`src/rtl/serial_add_host.sv`:
```
// serial_add_host: parallel-side driver for a bit-serial adder.
// Streams operands LSB-first and collects the sum into a parallel word.
module serial_add_host #(
   parameter int WIDTH = 8
) (
   input  logic             clk,
   input  logic             reset,
   input  logic             in_valid,
   output logic             in_ready,
   input  logic [WIDTH-1:0] op_a,
   input  logic [WIDTH-1:0] op_b,
   input  logic             op_cin,
   output logic             sa_a,
   output logic             sa_b,
   output logic             sa_cin,
   output logic             sa_first,
   input  logic             sa_s,
   input  logic             sa_cout,
   output logic             out_valid,
   input  logic             out_ready,
   output logic [WIDTH-1:0] sum,
   output logic             carry_out,
   output logic             busy
);

   localparam int CW = $clog2(WIDTH);
   localparam logic [CW-1:0] LAST = CW'(WIDTH - 1);

   typedef enum logic [1:0] {
      IDLE,
      SHIFT,
      DONE
   } state_t;

   state_t state;
   state_t state_next;

   logic [WIDTH-1:0] a_sr;
   logic [WIDTH-1:0] b_sr;
   logic [WIDTH-1:0] s_sr;
   logic [WIDTH-1:0] sum_q;
   logic             cin_q;
   logic             cout_q;
   logic [CW-1:0]    cnt;
   logic             accept;
   logic             last;

   // state register
   always_ff @(posedge clk) begin
      if (reset) state <= IDLE;
      else       state <= state_next;
   end

   // next state, handshakes and serial-side drive
   always_comb begin
      state_next = state;
      in_ready   = 1'b0;
      out_valid  = 1'b0;
      busy       = 1'b0;
      sa_a       = 1'b0;
      sa_b       = 1'b0;
      sa_cin     = 1'b0;
      sa_first   = 1'b0;
      accept     = 1'b0;
      last       = 1'b0;
      unique case (state)
         IDLE: begin
            in_ready = 1'b1;
            if (in_valid) begin
               accept     = 1'b1;
               state_next = SHIFT;
            end
         end
         SHIFT: begin
            busy     = 1'b1;
            sa_a     = a_sr[0];
            sa_b     = b_sr[0];
            sa_first = (cnt == '0);
            sa_cin   = (cnt == '0) & cin_q;
            if (cnt == LAST) begin
               last       = 1'b1;
               state_next = DONE;
            end
         end
         DONE: begin
            busy      = 1'b1;
            out_valid = 1'b1;
            if (out_ready) state_next = IDLE;
         end
         default: state_next = IDLE;
      endcase
   end

   // operand/sum shifters, bit counter and held result
   always_ff @(posedge clk) begin
      if (reset) begin
         a_sr   <= '0;
         b_sr   <= '0;
         s_sr   <= '0;
         sum_q  <= '0;
         cin_q  <= 1'b0;
         cout_q <= 1'b0;
         cnt    <= '0;
      end else if (accept) begin
         a_sr  <= op_a;
         b_sr  <= op_b;
         cin_q <= op_cin;
         s_sr  <= '0;
         cnt   <= '0;
      end else if (state == SHIFT) begin
         a_sr <= a_sr >> 1;
         b_sr <= b_sr >> 1;
         s_sr <= {sa_s, s_sr[WIDTH-1:1]};
         if (last) begin
            cnt    <= '0;
            sum_q  <= {sa_s, s_sr[WIDTH-1:1]};
            cout_q <= sa_cout;
         end else begin
            cnt <= cnt + CW'(1);
         end
      end
   end

   assign sum       = sum_q;
   assign carry_out = cout_q;

endmodule

```
`config.mk`:
```
export PLATFORM = sky130hd
export DESIGN_NAME = serial_add_host
export DESIGN_NICKNAME = d
export VERILOG_FILES = /design/src/rtl/serial_add_host.sv
export SDC_FILE = /design/constraint.sdc
export NUM_CORES = 1
export LEC_CHECK = 0
export ABC_AREA = 1
export CORE_ASPECT_RATIO = 0.9
export CORE_UTILIZATION = 35
export DETAILED_ROUTE_END_ITERATION = 6
export HOLD_SLACK_MARGIN = 0.12
export SYNTH_ARGS = -nofsm -noshare
export SYNTH_HDL_FRONTEND = slang
export SYNTH_SLANG_ARGS = --single-unit
export TNS_END_PERCENT = 30
```
`constraint.sdc`:
```
create_clock -name clk -period 1.7 [get_ports clk]
set_input_delay 0.425 -clock clk [delete_from_list [all_inputs] [get_ports clk]]
set_output_delay 0.425 -clock clk [all_outputs]
set_load 0.02 [all_outputs]
```
==> results of run 1 <==
[metrics by stage]
| step | util (%) | hold WS [ns] |
|---|---|---|
| after CTS | 49.6 | 0.471 |
| after detailed placement | 47.8 | 0.458 |
| after floorplan | - | 0.434 |
| final | 50.1 | 0.463 |
| after global placement | 47.8 | 0.456 |
| after global routing | 50.1 | 0.498 |
[critical path, stage by stage (launching register included)]
cell and delay [ns]:
dfxtp_2 0.35, inv_4 0.05, buf_4 0.13, ha_1 0.26
buf_2 0.16
[layout make-up]
type / instances / area, µm² / area share, %
sequential: 38 / 766 / 31.4
inverter: 36 / 138 / 5.65
multi-input combinational: 175 / 867 / 35.6
clock inverter: 1 / 5.00 / 0.205
tap: 65 / 81.3 / 3.34
clock buffer: 7 / 86.3 / 3.54
timing repair buffer: 53 / 494 / 20.3
[power by group]
| group | switching, mW | internal (mW) |
|---|---|---|
| Sequential | 0.0840 | 1.02 |
| Combinational | 0.841 | 0.562 |
| Clock | 0.311 | 0.327 |
[per-layer routing]
metal | GRT usage [%] | share of wire, % | up-vias
met2 | 23.8 | 43 | 40
met4 | 6.92 | 1.6 | 0
met1 | 19.1 | 50 | 695
met5 | 0 | 0 | -
met3 | 3.95 | 4.9 | 7
li1 | - | - | 898
[worst min-delay path by stage]
| stage | start | endpoint | slack (ns) | cells past startpoint |
|---|---|---|---|---|
| finish | s_sr[1] | s_sr[1] | 0.46 | 2 |
| floorplan | a_sr[7] | a_sr[7] | 0.43 | 2 |
| global route | s_sr[1] | s_sr[1] | 0.50 | 2 |
| global placement | s_sr[1] | s_sr[1] | 0.46 | 2 |
| CTS | b_sr[7] | b_sr[7] | 0.47 | 2 |
| detailed placement | b_sr[7] | b_sr[7] | 0.46 | 2 |
[cells in the mapped netlist, drive strengths merged]
| library cell | n |
|---|---|
| nand3 | 44 |
| clkbuf | 2 |
| buf | 9 |
| a211oi | 1 |
| dfxtp | 38 |
| a21oi | 12 |
| inv | 34 |
| clkinv | 2 |
| ha | 8 |
| nor2 | 27 |
| nor3b | 1 |
| nand2 | 81 |
| o21ai | 1 |
[sequential cells by signal, summed over array words and instances, names as in the netlist]
| register | count |
|---|---|
| a_sr | 8 |
| cin_q | 1 |
| sum | 8 |
| s_sr | 7 |
| carry_out | 1 |
| state | 2 |
| b_sr | 8 |
| cnt | 3 |
[cells in the final DEF (no fill, tap or decap), types with 3 or more instances in the layout]
cell type and n:
nand3_1 44, inv_1 32, a21oi_1 12, nand2_2 3
ha_1 6, clkbuf_8 6, buf_2 6, dfxtp_1 36
nor2_1 25, buf_4 13, clkdlybuf4s50_1 29, nand2_1 77
[logic make-up after synthesis]
logic type               synth area share (%)
adder cells (fa/ha/maj)                  5.62
flip-flops                               42.7
buffers and inverters                    11.3
AND/OR/NAND/NOR                          36.3
AO/OA/AOI/OAI                            4.08
==> results.toml, run 1 <==
[outcome]
status = "finished clean"

[logic_synthesis]
synth_top_cell_area_share_pct = 42.7
synth_area_per_cell_um2 = 6.85
synth.net_count = 291
yosysUniqueCellTypes = 18
synthCells = 260
yosys-top-cells-area = "dfxtp_1 (43%), nand2_1 (17%), nand3_1 (12%)"
yosys.area.top_type = "dfxtp_1"
netlist_area_mm2 = 0.00178
ys_ff_latch = 38
ys_seq_area_share_pct = 42.7
yosys_warnings = 0

[drt]
wl_per_cell_um = 9.70
route.detailed.drc = 0
ant_nets = 0
viasPerCell = 4.37
firstDrtPassIters = 4
vias = 1640
drt_iter0_drc = 82
wl_um = 3640

[clock_network]
cts.sink_count = 38
clk_latency_ns = 0.29
clk_pin_slew_ns = 0.07
cts_tree = "built"
htreeDepth = 2
max-clock-path-buffers = 2
cts_made_buffers = 5
cts_resized = 29
hold_buffers = 0
cts_root_buffer = "clkbuf_8"
cts_setup_buffers = 0

[job]
drv_cap = 0

[power]
p_total_mw = 3.15
leakagePower_nw = 1.15
powerDensity_mw_per_mm2 = 1290
ir_drop_mv = 0.894

[floorplan]
coreArea_mm2 = 0.00486
die_w_um = 77.2
dieArea_mm2 = 0.00538
num_rows = 24
die_y_um = 69.7
io_pins = 39
initial_core_util_pct = 36.6

[worst_setup_path]
critPathLaunchType = "flop"
worstPathArrival_ns = 1.24
critPathLaunch = "state[1]"
end_kind = "output pin"
cp_max_fo = 3
r2r_end = "sum[3]"
worstPathRequired_ns = 1.27
crit_type = "reg -> out"
regToRegSetupSlack_ns = 0.15
r2r_start = "state[1]"
crit_end = "busy"
reg2reg_depth = 11

[timing]
hold_viol_final = 0
fin_tns_setup_ns = 0
min_period_ns = 1.66
skew_ns = 0.00777
finalCritPeriodShare_pct = 97.7
slew_violations = 0
rsz0062_at_grt = "true"
fin_ws_ns = 0.0399
worst_slew_pin_slew_ns = 0.443
relSlewSlack_pct = 70.5
fmax_mhz = 602
setup_viol = 0

[placement]
numPortBuffers = 38
place_ws_ns = -0.176
dpl_cell_area_mm2 = 0.00233
dp_hpwl_um = 2600
post-place-cells = 367
globalplace.congestion = 0.744

[global_route]
grt_pass1_vias = 1485
antenna_found_initial = 0
grt_max_degree = 20
grt_overflow = 0
grt_first_pass_wirelength_um = 6450
grtUsageTotal_pct = 15.1

[final_layout]
layout-drive-gt1-share_pct = 13.5
nFillCells = 534
fin_area_mm2 = 0.00244
area_growth_pct = 36.9
instances_no_fill = 375
diodes = 0
final_nets = 340

[min_path]
min_path_type = "reg -> reg"
Power figures use the tool's default switching activity.
==> inputs of run 2 (changes only) <==
--- a/config.mk
+++ b/config.mk
@@ -12,2 +12,3 @@
 export HOLD_SLACK_MARGIN = 0.12
+export PLACE_DENSITY = 0.58
 export SYNTH_ARGS = -nofsm -noshare
--- a/constraint.sdc
+++ b/constraint.sdc
@@ -3,2 +3,2 @@
 set_output_delay 0.425 -clock clk [all_outputs]
-set_load 0.02 [all_outputs]
+set_load 0.05 [all_outputs]
==> run 2 against run 1 <==
The flow now finishes with violations (negative setup slack). Global-route usage is 0.19 points higher. Non-clock buffer count is 2 lower. Total power is 19% higher.
==> results.toml, run 2 (synthesized netlist as in run 1, its figures left out) <==
[worst_setup_path]
critPathLaunchType = "flop"
critPathTopFamily = "flip-flops"
end_kind = "output pin"
crit_type = "reg -> out"
cp_max_fo = 4
crit_buf_inv = 2
worstPathArrival_ns = 1.31
cp_slowest_cell = "dfxtp_2"
path_cells = "inv_4 > ha_4 > nand2_4 > nor3b_4 > buf_12"
worstPathRequired_ns = 1.27
cpPeakStageDelay_ns = 0.35

[floorplan]
die_y_um = 69.7
num_rows = 24
io_pins = 39
die_w_um = 77.2
initial_core_util_pct = 36.6
coreArea_mm2 = 0.00486
dieArea_mm2 = 0.00538

[final_layout]
layout_common_cells = "nand2_1 (78), nand3_1 (44), dfxtp_1 (34)"
final_nets = 338
layout_commonest_cell = "nand2_1"
nFillCells = 501
diodes = 0
area_growth_pct = 42.2
layout-drive-gt1-share_pct = 18.2
instances_no_fill = 373

[drt]
vias = 1656
route.detailed.drc = 0
top_layer = "met4"
wl_um = 3750
viasPerCell = 4.44
ant_nets = 0
wl_met1_um = 1800
route.met3.wl_um = 205
wl_per_cell_um = 10.1
firstDrtPassIters = 5
drt_iter0_drc = 85
met2WireLength_um = 1700

[timing]
hold_viol_final = 0
fin_ws_ns = -0.0352
min_period_ns = 1.74
fin_tns_setup_ns = -0.0352
rsz0062_at_grt = "true"
slew_violations = 0
relSlewSlack_pct = 81.9
finalCritPeriodShare_pct = 102
skew_ns = 0.00402
worst_slew_pin_slew_ns = 0.271
fmax_mhz = 576
setup_viol = 1

[clock_network]
cts_root_buffer = "clkbuf_8"
cts_tree = "built"
hold_buffers = 0
clk_pin_slew_ns = 0.08
htreeDepth = 2
cts.sink_count = 38
clk_latency_ns = 0.29
max-clock-path-buffers = 2
cts_made_buffers = 5

[power]
ir_drop_mv = 1.50
p_total_mw = 3.74
leakagePower_nw = 1.15
powerDensity_mw_per_mm2 = 1480

[outcome]
status = "complete, but fails checks"
violations = "negative setup slack"

[placement]
globalplace.congestion = 0.717
post-place-cells = 360
numPortBuffers = 38
place_ws_ns = -0.0920
dp_hpwl_um = 2700

[global_route]
antenna_found_initial = 0
grt_first_pass_wirelength_um = 6580
grt_max_degree = 31
grtUsageTotal_pct = 15.3
grt_pass1_vias = 1555
grt_overflow = 0

[job]
drv_cap = 0

[min_path]
min_path_type = "reg -> reg"
run 2: changes by cell type in the layout (fill, tap and decap cells not counted), moves of 3 or more:
cell             delta
buf_12              +6
inv_1               -3
buf_2               -6
clkdlybuf4s50_1     -7
buf_4               +7
run 2: worst paths after layout:
check,start,end,slack (ns),depth (start not counted)
max,state[1],sa_cin,-0.04,5
min,a_sr[7],a_sr[7],0.46,2
max reg2reg,state[1],cnt[0],0.09,7
min reg2reg,a_sr[7],a_sr[7],0.46,2
run 2: what timing repair did:
item	CTS	global route
pin swaps	1	3
resized for setup	6	9
cloned	0	0
setup endpoints to repair	5	8
buffers inserted	1	4
endpoints found under the hold margin	0	0
run 2: final cells by class:
| class | count | area [µm²] | area share [%] |
|---|---|---|---|
| clock inverters | 3 | 40.0 | 1.58 |
| well taps | 65 | 81.3 | 3.21 |
| repair buffers | 51 | 542 | 21.4 |
| flip-flops and latches | 38 | 768 | 30.4 |
| multi-input cells | 175 | 890 | 35.1 |
| inverters | 36 | 141 | 5.59 |
| clock buffers | 5 | 68.8 | 2.72 |
run 2: worst min-delay path: stages, from the launching register on:
cell and delay (ns):
dfxtp_1 0.32, nand2_1 0.06, a21oi_1 0.05
run 2: per-stage QoR:
step	utilization [%]	hold WS, ns	area (µm²)
after floorplan	-	0.433	1830
after global placement	47.9	0.453	2330
after detailed placement	47.9	0.461	2330
after CTS	50.7	0.462	2470
after global routing	52.0	0.498	2530
final	52.0	0.465	2530
run 2: power by group:
part	total [mW]	internal [mW]	switching (mW)
registers	1.12	1.03	0.0924
logic	1.86	0.804	1.06
clock network	0.761	0.432	0.329
total	3.74	2.26	1.48
run 2: per-layer routing:
metal	up-vias	global-route usage [%]
met5	-	0
met4	0	4.61
met3	5	5.00
li1	891	-
met2	43	25.4
met1	717	18.6
